===== src/rtl/cdma_pkg.sv =====
// Shared definitions for the CDMA-lite register responder: register offsets,
// status bit positions, AXI response codes and the write-channel state type.
package cdma_pkg;

  localparam logic [7:0] CDMACR_OFF = 8'h00;
  localparam logic [7:0] CDMASR_OFF = 8'h04;
  localparam logic [7:0] SA_OFF     = 8'h18;
  localparam logic [7:0] DA_OFF     = 8'h20;
  localparam logic [7:0] BTT_OFF    = 8'h28;

  localparam int IDLE_BIT    = 1;
  localparam int IOC_IRQ_BIT = 12;

  localparam logic [1:0] RESP_OKAY   = 2'b00;
  localparam logic [1:0] RESP_SLVERR = 2'b10;

  typedef enum logic [1:0] {
    W_IDLE = 2'd0,
    W_EXEC = 2'd1,
    W_RESP = 2'd2
  } wstate_e;

  function automatic logic [5:0] word_idx(input logic [7:0] off);
    return off[7:2];
  endfunction

endpackage


===== src/rtl/cdma_lite_slave.sv =====
// AXI4-Lite target emulating the CDMA simple-mode register map; a BTT write
// while idle launches one transfer to a local datamover via xfer_start/xfer_done.
module cdma_lite_slave
  import cdma_pkg::*;
#(
  parameter int DATA_WIDTH = 32,
  parameter int ADDR_WIDTH = 32,
  parameter int BTT_WIDTH  = 23
) (
  input  logic                  clk,
  input  logic                  rst_n,
  input  logic [ADDR_WIDTH-1:0] S_AXI_LITE_awaddr,
  input  logic                  S_AXI_LITE_awvalid,
  output logic                  S_AXI_LITE_awready,
  input  logic [DATA_WIDTH-1:0] S_AXI_LITE_wdata,
  input  logic                  S_AXI_LITE_wvalid,
  output logic                  S_AXI_LITE_wready,
  output logic [1:0]            S_AXI_LITE_bresp,
  output logic                  S_AXI_LITE_bvalid,
  input  logic                  S_AXI_LITE_bready,
  input  logic [ADDR_WIDTH-1:0] S_AXI_LITE_araddr,
  input  logic                  S_AXI_LITE_arvalid,
  output logic                  S_AXI_LITE_arready,
  output logic [DATA_WIDTH-1:0] S_AXI_LITE_rdata,
  output logic [1:0]            S_AXI_LITE_rresp,
  output logic                  S_AXI_LITE_rvalid,
  input  logic                  S_AXI_LITE_rready,
  output logic                  xfer_start,
  output logic [ADDR_WIDTH-1:0] xfer_src,
  output logic [ADDR_WIDTH-1:0] xfer_dst,
  output logic [BTT_WIDTH-1:0]  xfer_len,
  input  logic                  xfer_done,
  output logic                  irq
);

  localparam logic [5:0] CR_IDX  = word_idx(CDMACR_OFF);
  localparam logic [5:0] SR_IDX  = word_idx(CDMASR_OFF);
  localparam logic [5:0] SA_IDX  = word_idx(SA_OFF);
  localparam logic [5:0] DA_IDX  = word_idx(DA_OFF);
  localparam logic [5:0] BTT_IDX = word_idx(BTT_OFF);

  wstate_e               wstate_q;
  logic                  awready_q, wready_q, aw_held_q, w_held_q, bvalid_q;
  logic [1:0]            bresp_q;
  logic [5:0]            awidx_q;
  logic [DATA_WIDTH-1:0] wdata_q, cr_q, rdata_q;
  logic [ADDR_WIDTH-1:0] sa_q, da_q, src_q, dst_q;
  logic [BTT_WIDTH-1:0]  btt_q;
  logic                  busy_q, ioc_q, start_q, irq_q, arready_q, rvalid_q;

  logic                  aw_hs_s, w_hs_s, ar_hs_s, aw_held_d, w_held_d;
  logic                  exec_s, btt_wr_s, launch_s, sr_clr_s, done_s, rvalid_d;
  logic [DATA_WIDTH-1:0] rdata_d;
  logic                  unused_s;

  assign unused_s = ^{S_AXI_LITE_awaddr[ADDR_WIDTH-1:8], S_AXI_LITE_awaddr[1:0],
                      S_AXI_LITE_araddr[ADDR_WIDTH-1:8], S_AXI_LITE_araddr[1:0]};

  always_comb begin
    aw_hs_s   = S_AXI_LITE_awvalid & awready_q;
    w_hs_s    = S_AXI_LITE_wvalid & wready_q;
    ar_hs_s   = S_AXI_LITE_arvalid & arready_q;
    aw_held_d = aw_held_q | aw_hs_s;
    w_held_d  = w_held_q | w_hs_s;
    exec_s    = (wstate_q == W_EXEC);
    btt_wr_s  = exec_s & (awidx_q == BTT_IDX);
    // busy is sampled at the start of the execute cycle, so a coincident done still rejects
    launch_s  = btt_wr_s & ~busy_q & (wdata_q[BTT_WIDTH-1:0] != {BTT_WIDTH{1'b0}});
    sr_clr_s  = exec_s & (awidx_q == SR_IDX) & wdata_q[IOC_IRQ_BIT];
    done_s    = xfer_done & busy_q;
    if (rvalid_q) begin
      rvalid_d = ~S_AXI_LITE_rready;
    end else begin
      rvalid_d = ar_hs_s;
    end
    rdata_d = {DATA_WIDTH{1'b0}};
    case (S_AXI_LITE_araddr[7:2])
      CR_IDX: rdata_d = cr_q;
      SR_IDX: begin
        rdata_d[IOC_IRQ_BIT] = ioc_q;
        rdata_d[IDLE_BIT]    = ~busy_q;
      end
      SA_IDX:  rdata_d = DATA_WIDTH'(sa_q);
      DA_IDX:  rdata_d = DATA_WIDTH'(da_q);
      BTT_IDX: rdata_d = DATA_WIDTH'(btt_q);
      default: rdata_d = {DATA_WIDTH{1'b0}};
    endcase
  end

  always_ff @(posedge clk or negedge rst_n) begin
    if (!rst_n) begin
      wstate_q  <= W_IDLE;
      awready_q <= 1'b0;
      wready_q  <= 1'b0;
      aw_held_q <= 1'b0;
      w_held_q  <= 1'b0;
      bvalid_q  <= 1'b0;
      bresp_q   <= RESP_OKAY;
      awidx_q   <= 6'd0;
      wdata_q   <= {DATA_WIDTH{1'b0}};
    end else begin
      case (wstate_q)
        W_IDLE: begin
          if (aw_hs_s) awidx_q <= S_AXI_LITE_awaddr[7:2];
          if (w_hs_s)  wdata_q <= S_AXI_LITE_wdata;
          if (aw_held_d && w_held_d) begin
            wstate_q  <= W_EXEC;
            aw_held_q <= 1'b0;
            w_held_q  <= 1'b0;
            awready_q <= 1'b0;
            wready_q  <= 1'b0;
          end else begin
            aw_held_q <= aw_held_d;
            w_held_q  <= w_held_d;
            awready_q <= ~aw_held_d;
            wready_q  <= ~w_held_d;
          end
        end
        W_EXEC: begin
          wstate_q <= W_RESP;
          bvalid_q <= 1'b1;
          bresp_q  <= (btt_wr_s && busy_q) ? RESP_SLVERR : RESP_OKAY;
        end
        W_RESP: begin
          if (S_AXI_LITE_bready) begin
            wstate_q  <= W_IDLE;
            bvalid_q  <= 1'b0;
            awready_q <= 1'b1;
            wready_q  <= 1'b1;
          end
        end
        default: begin
          wstate_q <= W_IDLE;
          bvalid_q <= 1'b0;
        end
      endcase
    end
  end

  always_ff @(posedge clk or negedge rst_n) begin
    if (!rst_n) begin
      cr_q    <= {DATA_WIDTH{1'b0}};
      sa_q    <= {ADDR_WIDTH{1'b0}};
      da_q    <= {ADDR_WIDTH{1'b0}};
      btt_q   <= {BTT_WIDTH{1'b0}};
      src_q   <= {ADDR_WIDTH{1'b0}};
      dst_q   <= {ADDR_WIDTH{1'b0}};
      busy_q  <= 1'b0;
      ioc_q   <= 1'b0;
      start_q <= 1'b0;
      irq_q   <= 1'b0;
    end else begin
      start_q <= launch_s;
      irq_q   <= ioc_q & cr_q[IOC_IRQ_BIT];
      if (exec_s) begin
        case (awidx_q)
          CR_IDX:  cr_q <= wdata_q;
          SA_IDX:  sa_q <= wdata_q[ADDR_WIDTH-1:0];
          DA_IDX:  da_q <= wdata_q[ADDR_WIDTH-1:0];
          BTT_IDX: if (!busy_q) btt_q <= wdata_q[BTT_WIDTH-1:0];
          default: ;
        endcase
      end
      // outputs to the datamover are snapshots, so later SA/DA writes leave them untouched
      if (launch_s) begin
        busy_q <= 1'b1;
        src_q  <= sa_q;
        dst_q  <= da_q;
      end else if (done_s) begin
        busy_q <= 1'b0;
      end
      if (done_s) begin
        ioc_q <= 1'b1;
      end else if (sr_clr_s) begin
        ioc_q <= 1'b0;
      end
    end
  end

  always_ff @(posedge clk or negedge rst_n) begin
    if (!rst_n) begin
      rvalid_q  <= 1'b0;
      arready_q <= 1'b0;
      rdata_q   <= {DATA_WIDTH{1'b0}};
    end else begin
      rvalid_q  <= rvalid_d;
      arready_q <= ~rvalid_d;
      if (ar_hs_s) rdata_q <= rdata_d;
    end
  end

  assign S_AXI_LITE_awready = awready_q;
  assign S_AXI_LITE_wready  = wready_q;
  assign S_AXI_LITE_bvalid  = bvalid_q;
  assign S_AXI_LITE_bresp   = bresp_q;
  assign S_AXI_LITE_arready = arready_q;
  assign S_AXI_LITE_rvalid  = rvalid_q;
  assign S_AXI_LITE_rdata   = rdata_q;
  assign S_AXI_LITE_rresp   = RESP_OKAY;
  assign xfer_start         = start_q;
  assign xfer_src           = src_q;
  assign xfer_dst           = dst_q;
  assign xfer_len           = btt_q;
  assign irq                = irq_q;

endmodule


===== config.mk =====
export PLATFORM = sky130hd
export DESIGN_NAME = cdma_lite_slave
export DESIGN_NICKNAME = d
export VERILOG_FILES = /design/src/rtl/cdma_pkg.sv /design/src/rtl/cdma_lite_slave.sv
export SDC_FILE = /design/constraint.sdc
export NUM_CORES = 1
export LEC_CHECK = 0
export BUFFER_PORTS_ARGS = -buffer_cell sky130_fd_sc_hd__buf_2
export CAP_MARGIN = 20
export CORE_AREA = 2 2 171 173
export DETAILED_ROUTE_END_ITERATION = 10
export DIE_AREA = 0 0 173 175
export PLACE_DENSITY = 0.63
export SYNTH_ARGS = -nofsm -noshare
export SYNTH_HDL_FRONTEND = slang
export SYNTH_SLANG_ARGS = --single-unit

===== constraint.sdc =====
create_clock -name clk -period 4.4 [get_ports clk]
set_input_delay 1.1 -clock clk [delete_from_list [all_inputs] [get_ports clk]]
set_output_delay 1.1 -clock clk [all_outputs]
set_load 0.005 [all_outputs]

## Word-level counts from Yosys, hierarchy flattened

Cells that the tools add are included.

| storage, ports and cells | value |
|---|---|
| register bits | 268 |

| operators by class | value |
|---|---|
| eq/ne operators | 12 |
| muxes and demuxes | 23 |
| bitwise operators | 18 |
| reduce and logical (&&, ||, !) cells | 18 |

Operators with widths:

| operator | count |
|---|---|
| 19-bit one-hot mux with 4 select lines | 1 |
| 10-bit one-hot mux with 4 select lines | 1 |
| 6-bit by 4-bit == test with 1-bit output, second input constant | 4 |
| 23-bit nonzero test | 1 |
| 2-bit AND reduction | 8 |
| 6-bit by 1-bit == test with 1-bit output, second input constant | 2 |
| 6-bit by 3-bit == test with 1-bit output, second input constant | 2 |
| 6-bit zero test | 2 |
| 1-bit 2-to-1 mux | 11 |
| 1-bit bitwise AND | 10 |
| 1-bit one-hot mux with 5 select lines | 2 |
| 2-bit 2-to-1 mux | 3 |
| 1-bit inverter | 6 |
| 2-bit one-hot mux with 3 select lines | 1 |
| 2-bit nonzero test | 3 |
| 2-bit inequality test, second input constant | 2 |
| 1-bit one-hot mux with 2 select lines | 2 |
| 1-bit one-hot mux with 4 select lines | 1 |
| 1-bit one-hot mux with 3 select lines | 1 |
| 3-bit AND reduction | 1 |
| 2-bit by 1-bit == test with 1-bit output, second input constant | 1 |
| 2-bit == test, second input constant | 1 |
| 1-bit logical AND | 2 |
| 2-bit zero test | 1 |
| 1-bit bitwise OR | 2 |

## Longest topological paths before layout

| logic depth | value |
|---|---|
| word-level depth | 5 |
| depth in mapped cells | 7 |
| mapped depth without buffers | 4 |

## Worst setup path before layout

No wires, ideal clock.

| timing path | value |
|---|---|
| path type | input to register |
| start point | input port S_AXI_LITE_araddr[7] |
| end point | register rdata_q[23] (netlist: S_AXI_LITE_rdata[23]) |
| library setup time | 83 ps |
| data arrival time | 2533 ps |
| path slack | 1784 ps |
| stages on the path | 5 |
| cell sequence | nor4b_1 and2_1 clkbuf_1 a221oi_1 o21ai_0 |

| on the way | value |
|---|---|
| longest elaborated chain between the ends | 2 |

RTL lines:

| what | line | RTL |
|---|---|---|
| start, declared | cdma_lite_slave.sv:21 | `input logic [ADDR_WIDTH-1:0] S_AXI_LITE_araddr,` |
| 6-bit by 4-bit == test with 1-bit output (tied with other cells) | cdma_lite_slave.sv:77 | `case (S_AXI_LITE_araddr[7:2])` |
| 19-bit one-hot mux with 4 select lines * | cdma_lite_slave.sv:77 |  |
| end signal, assigned | cdma_lite_slave.sv:184 | `rdata_q <= {DATA_WIDTH{1'b0}};` |
| end signal, assigned | cdma_lite_slave.sv:188 | `if (ar_hs_s) rdata_q <= rdata_d;` |
| end, declared | cdma_lite_slave.sv:46 | `logic [DATA_WIDTH-1:0] wdata_q, cr_q, rdata_q;` |

Mark *: on every way between the ends. The rest lies on a longest branch, timed or not.
A chain may end at the register's enable or synchronous reset.

## Worst setup path after layout

| timing path | value |
|---|---|
| start point | register wstate_q[1] |
| end point | register src_q[28] (netlist: xfer_src[28]) |

| on the way | value |
|---|---|
| longest elaborated chain between the ends | 4 |

RTL lines:

| what | line | RTL |
|---|---|---|
| start, declared | cdma_lite_slave.sv:42 | `wstate_e wstate_q;` |
| start signal, assigned | cdma_lite_slave.sv:92 | `wstate_q <= W_IDLE;` |
| start signal, assigned | cdma_lite_slave.sv:107 | `wstate_q <= W_EXEC;` |
| start signal, assigned | cdma_lite_slave.sv:120 | `wstate_q <= W_RESP;` |
| 2-bit by 1-bit == test with 1-bit output | cdma_lite_slave.sv:65 | `exec_s = (wstate_q == W_EXEC);` |
| 1-bit bitwise AND | cdma_lite_slave.sv:66 | `btt_wr_s = exec_s & (awidx_q == BTT_IDX);` |
| 1-bit bitwise AND (2 in series) | cdma_lite_slave.sv:68 | `launch_s = btt_wr_s & ~busy_q & (wdata_q[BTT_WIDTH-1:0] != {BTT_WIDTH{1'b0}});` |
| end signal, assigned | cdma_lite_slave.sv:146 | `src_q <= {ADDR_WIDTH{1'b0}};` |
| end signal, assigned | cdma_lite_slave.sv:167 | `src_q <= sa_q;` |
| end, declared | cdma_lite_slave.sv:47 | `logic [ADDR_WIDTH-1:0] sa_q, da_q, src_q, dst_q;` |

No other way between the ends.

==> out/metrics.cfg <==
[route]
first_pass_iters=4
vias=7155
postRouteAntennaNets=0
drt-wirelength-per-cell_um=20.78
first_iter_violations=329
post_drt_via_cell_ratio=5.162
wirelength_mm=28.81
drc=0

[pwr]
peakVddDrop_mv=0.3481
p_total_mw=7.017
p_int_mw=5.060
pwr-share-seq_pct=50.4
powerDensity_nw_per_um2=521.9
switchingPower_mw=1.956
clkPwrFrac_pct=34.4
combPwrFrac_pct=15.2
p_leak_nw=7.144
switching_share_pct=27.88

[floorplanning]
rows=62
initial_core_util_pct=39.31
io-pin-count=234
core_area_um2=28390
die_w_um=173
die-area_um2=30280
dieHeight_um=175

[logic_synthesis]
syn_inst=806
synth_edf_count=0
synth-main-ff-cell=dfrtp_1
yosysWarnings=0
synth.most_common_cell=dfrtp_1
netlist_top_cells_area=dfrtp_1, mux2_2, mux2_4
yosys-top-cells-count=dfrtp_1, mux2_2, and3_1
synth_top_area_share_pct=59.86
ys_seq_elements=267
async_flop_share_pct=100.0
synth_area_um2=11160
synth.avg_cell_area_um2=13.85
synth_cell_type_count=44
yosysSeqAreaShare_pct=59.86
synth.largest_area_cell=dfrtp_1

[grt]
grt_pass1_wl_mm=45.27
grt_max_degree=91
antenna_found_initial=1
gr-total-overflow=0
grt_pass1_vias=7571
grtUsageTotal_pct=19.13

[placement]
portBuffers=178
dp_hpwl_mm=18.27
gp_congestion=0.7346

[timing]
fmaxAchievable_ghz=0.3546
hold_violations=0
skew_ns=0.007435
slew_headroom_pct=29.84
tightest_slew_ns=1.052
final.setup.tns_ns=0
setup_viol=0
rsz0062_at_grt=false
finalCriticalPeriod_ns=2.820
drv_slew=0
fin_crit_sh_pct=64.10

[flow_run]
maxCapViolations=0

[clocking]
path_clk_slew_ns=0.06
ctsHoldBuffers=0
cts_buffers=29
numClockSinks=267
cts_root_buffer=clkbuf_16
cts_resized=0
cts_tree=yes
cts_setup_buffers=0
htreeDepth=1
clk-insertion-delay-late_ns=0.53
clockBufferDepth=3

[final_layout]
fillCellCount=2598
diodes=0
drive_above_1_share_pct=47.41
final_nets=1085
area_growth_pct=20.46
post-route-util_pct=47.36

[worst_setup_path]
critPathArrivalTime_ns=3.23
regToRegSetupSlack_ns=1.58
startpoint_type=flop
crit_fanout=54
critPathKind=reg -> reg
worstPathRequired_ns=4.81
endpoint_kind=flop

[outcome]
outcome=complete, no violations

[hold_path]
hold_path_class=reg -> reg

worst paths after layout:
| kind | to | start | cells past startpoint |
|---|---|---|---|
| min in group asynchronous | awidx_q[5] | rst_n | 1 |
| min reg2reg | S_AXI_LITE_rdata[22] | S_AXI_LITE_rdata[22] | 2 |
| max | xfer_src[28] | wstate_q[1] | 6 |
| max in group asynchronous | wdata_q[24] | rst_n | 2 |
| max reg2reg | xfer_src[28] | wstate_q[1] | 6 |
| min | S_AXI_LITE_rdata[22] | S_AXI_LITE_rdata[22] | 2 |
state kept, by name (all words and copies together) (netlist names), 2 cells and up:
register and cells:
xfer_src 32, sa_q 32, cr_q 32, wstate_q 2, awidx_q 6, xfer_len 23
xfer_dst 32, S_AXI_LITE_rdata 32, wdata_q 32, da_q 32
routing by layer:
metal | share of wire, % | vias to the layer above | GRT usage [%]
met4 | 2.0 | 0 | 4.661
li1 | - | 3275 | -
met3 | 5.3 | 39 | 3.003
met5 | 0 | - | 0
met2 | 48 | 170 | 32.07
met1 | 45 | 3671 | 26.15
worst max-delay path: stages (launching register included):
cell,delay (ns)
dfrtp_1,0.45
or4b_4,0.62
nor4_4,0.22
buf_4,0.43
o21ai_4,0.28
buf_12,0.30
mux2_4,0.34
area by class of cell:
type | instances | area (um^2) | area share, %
timing repair buffer | 196 | 1074 | 7.984
clock inverter | 12 | 141.4 | 1.052
inverter | 5 | 18.77 | 0.1396
tap | 384 | 480.5 | 3.573
sequential | 267 | 6681 | 49.69
multi-input combinational | 482 | 4253 | 31.63
clock buffer | 40 | 797.0 | 5.928
power groups by stage:
stage	clock (mW)	combinational [mW]	sequential, mW
final	2.41	1.07	3.54
after global routing	2.57	1.18	3.63
after CTS	2.47	1.09	3.54
after detailed placement	0	1.09	3.58
after global placement	0	1.05	3.57
after floorplan	0	0.764	3.38
cell usage in the layout, fill, tap and decap left out, types with 3 or more instances in the layout:
cell       synthesis  final
dfrtp_1          267    267
nor3_1             3      3
and3_1            89     88
nand2_1           38     37
mux2_4            38     38
nor2_1            10      7
mux2_2           180    180
bufinv_16          0      3
a21oi_1            7      7
clkbuf_8           0      3
buf_12             0      3
o21ai_0           33     33
a221oi_1           9      9
conb_1             1      3
and2_1             3      3
buf_2              6    177
buf_4              6     15
nor4_1            26     25
nand3_1           10     10
clkbuf_1          33      8
clkinv_2           0      7
mux2_1             4      4
inv_1              5      5
clkbuf_16          0     29
o21a_1             3      3
kinds of logic after synthesis:
logic type,after synthesis,synth area share [%]
AO/OA/AOI/OAI,59,3.228
XOR/XNOR,1,0.07848
buffers and inverters,59,2.724
flip-flops,267,59.86
multiplexers,223,23.76
other,1,0.03360
AND/OR/NAND/NOR,196,10.31
through the flow:
| stage | instances | area [um^2] | setup slack (ns) | hold slack, ns |
|---|---|---|---|---|
| detailed placement | 1334 | 12510 | 1.276 | 0.4656 |
| global route | 1386 | 13450 | 1.449 | 0.5061 |
| finish | 1386 | 13450 | 1.580 | 0.4736 |
| global placement | 1334 | 12510 | 1.342 | 0.4617 |
| floorplan | 808 | 11170 | 1.784 | 0.4490 |
| CTS | 1386 | 13450 | 1.550 | 0.4795 |
No activity file was read; power rests on OpenSTA's default activity.
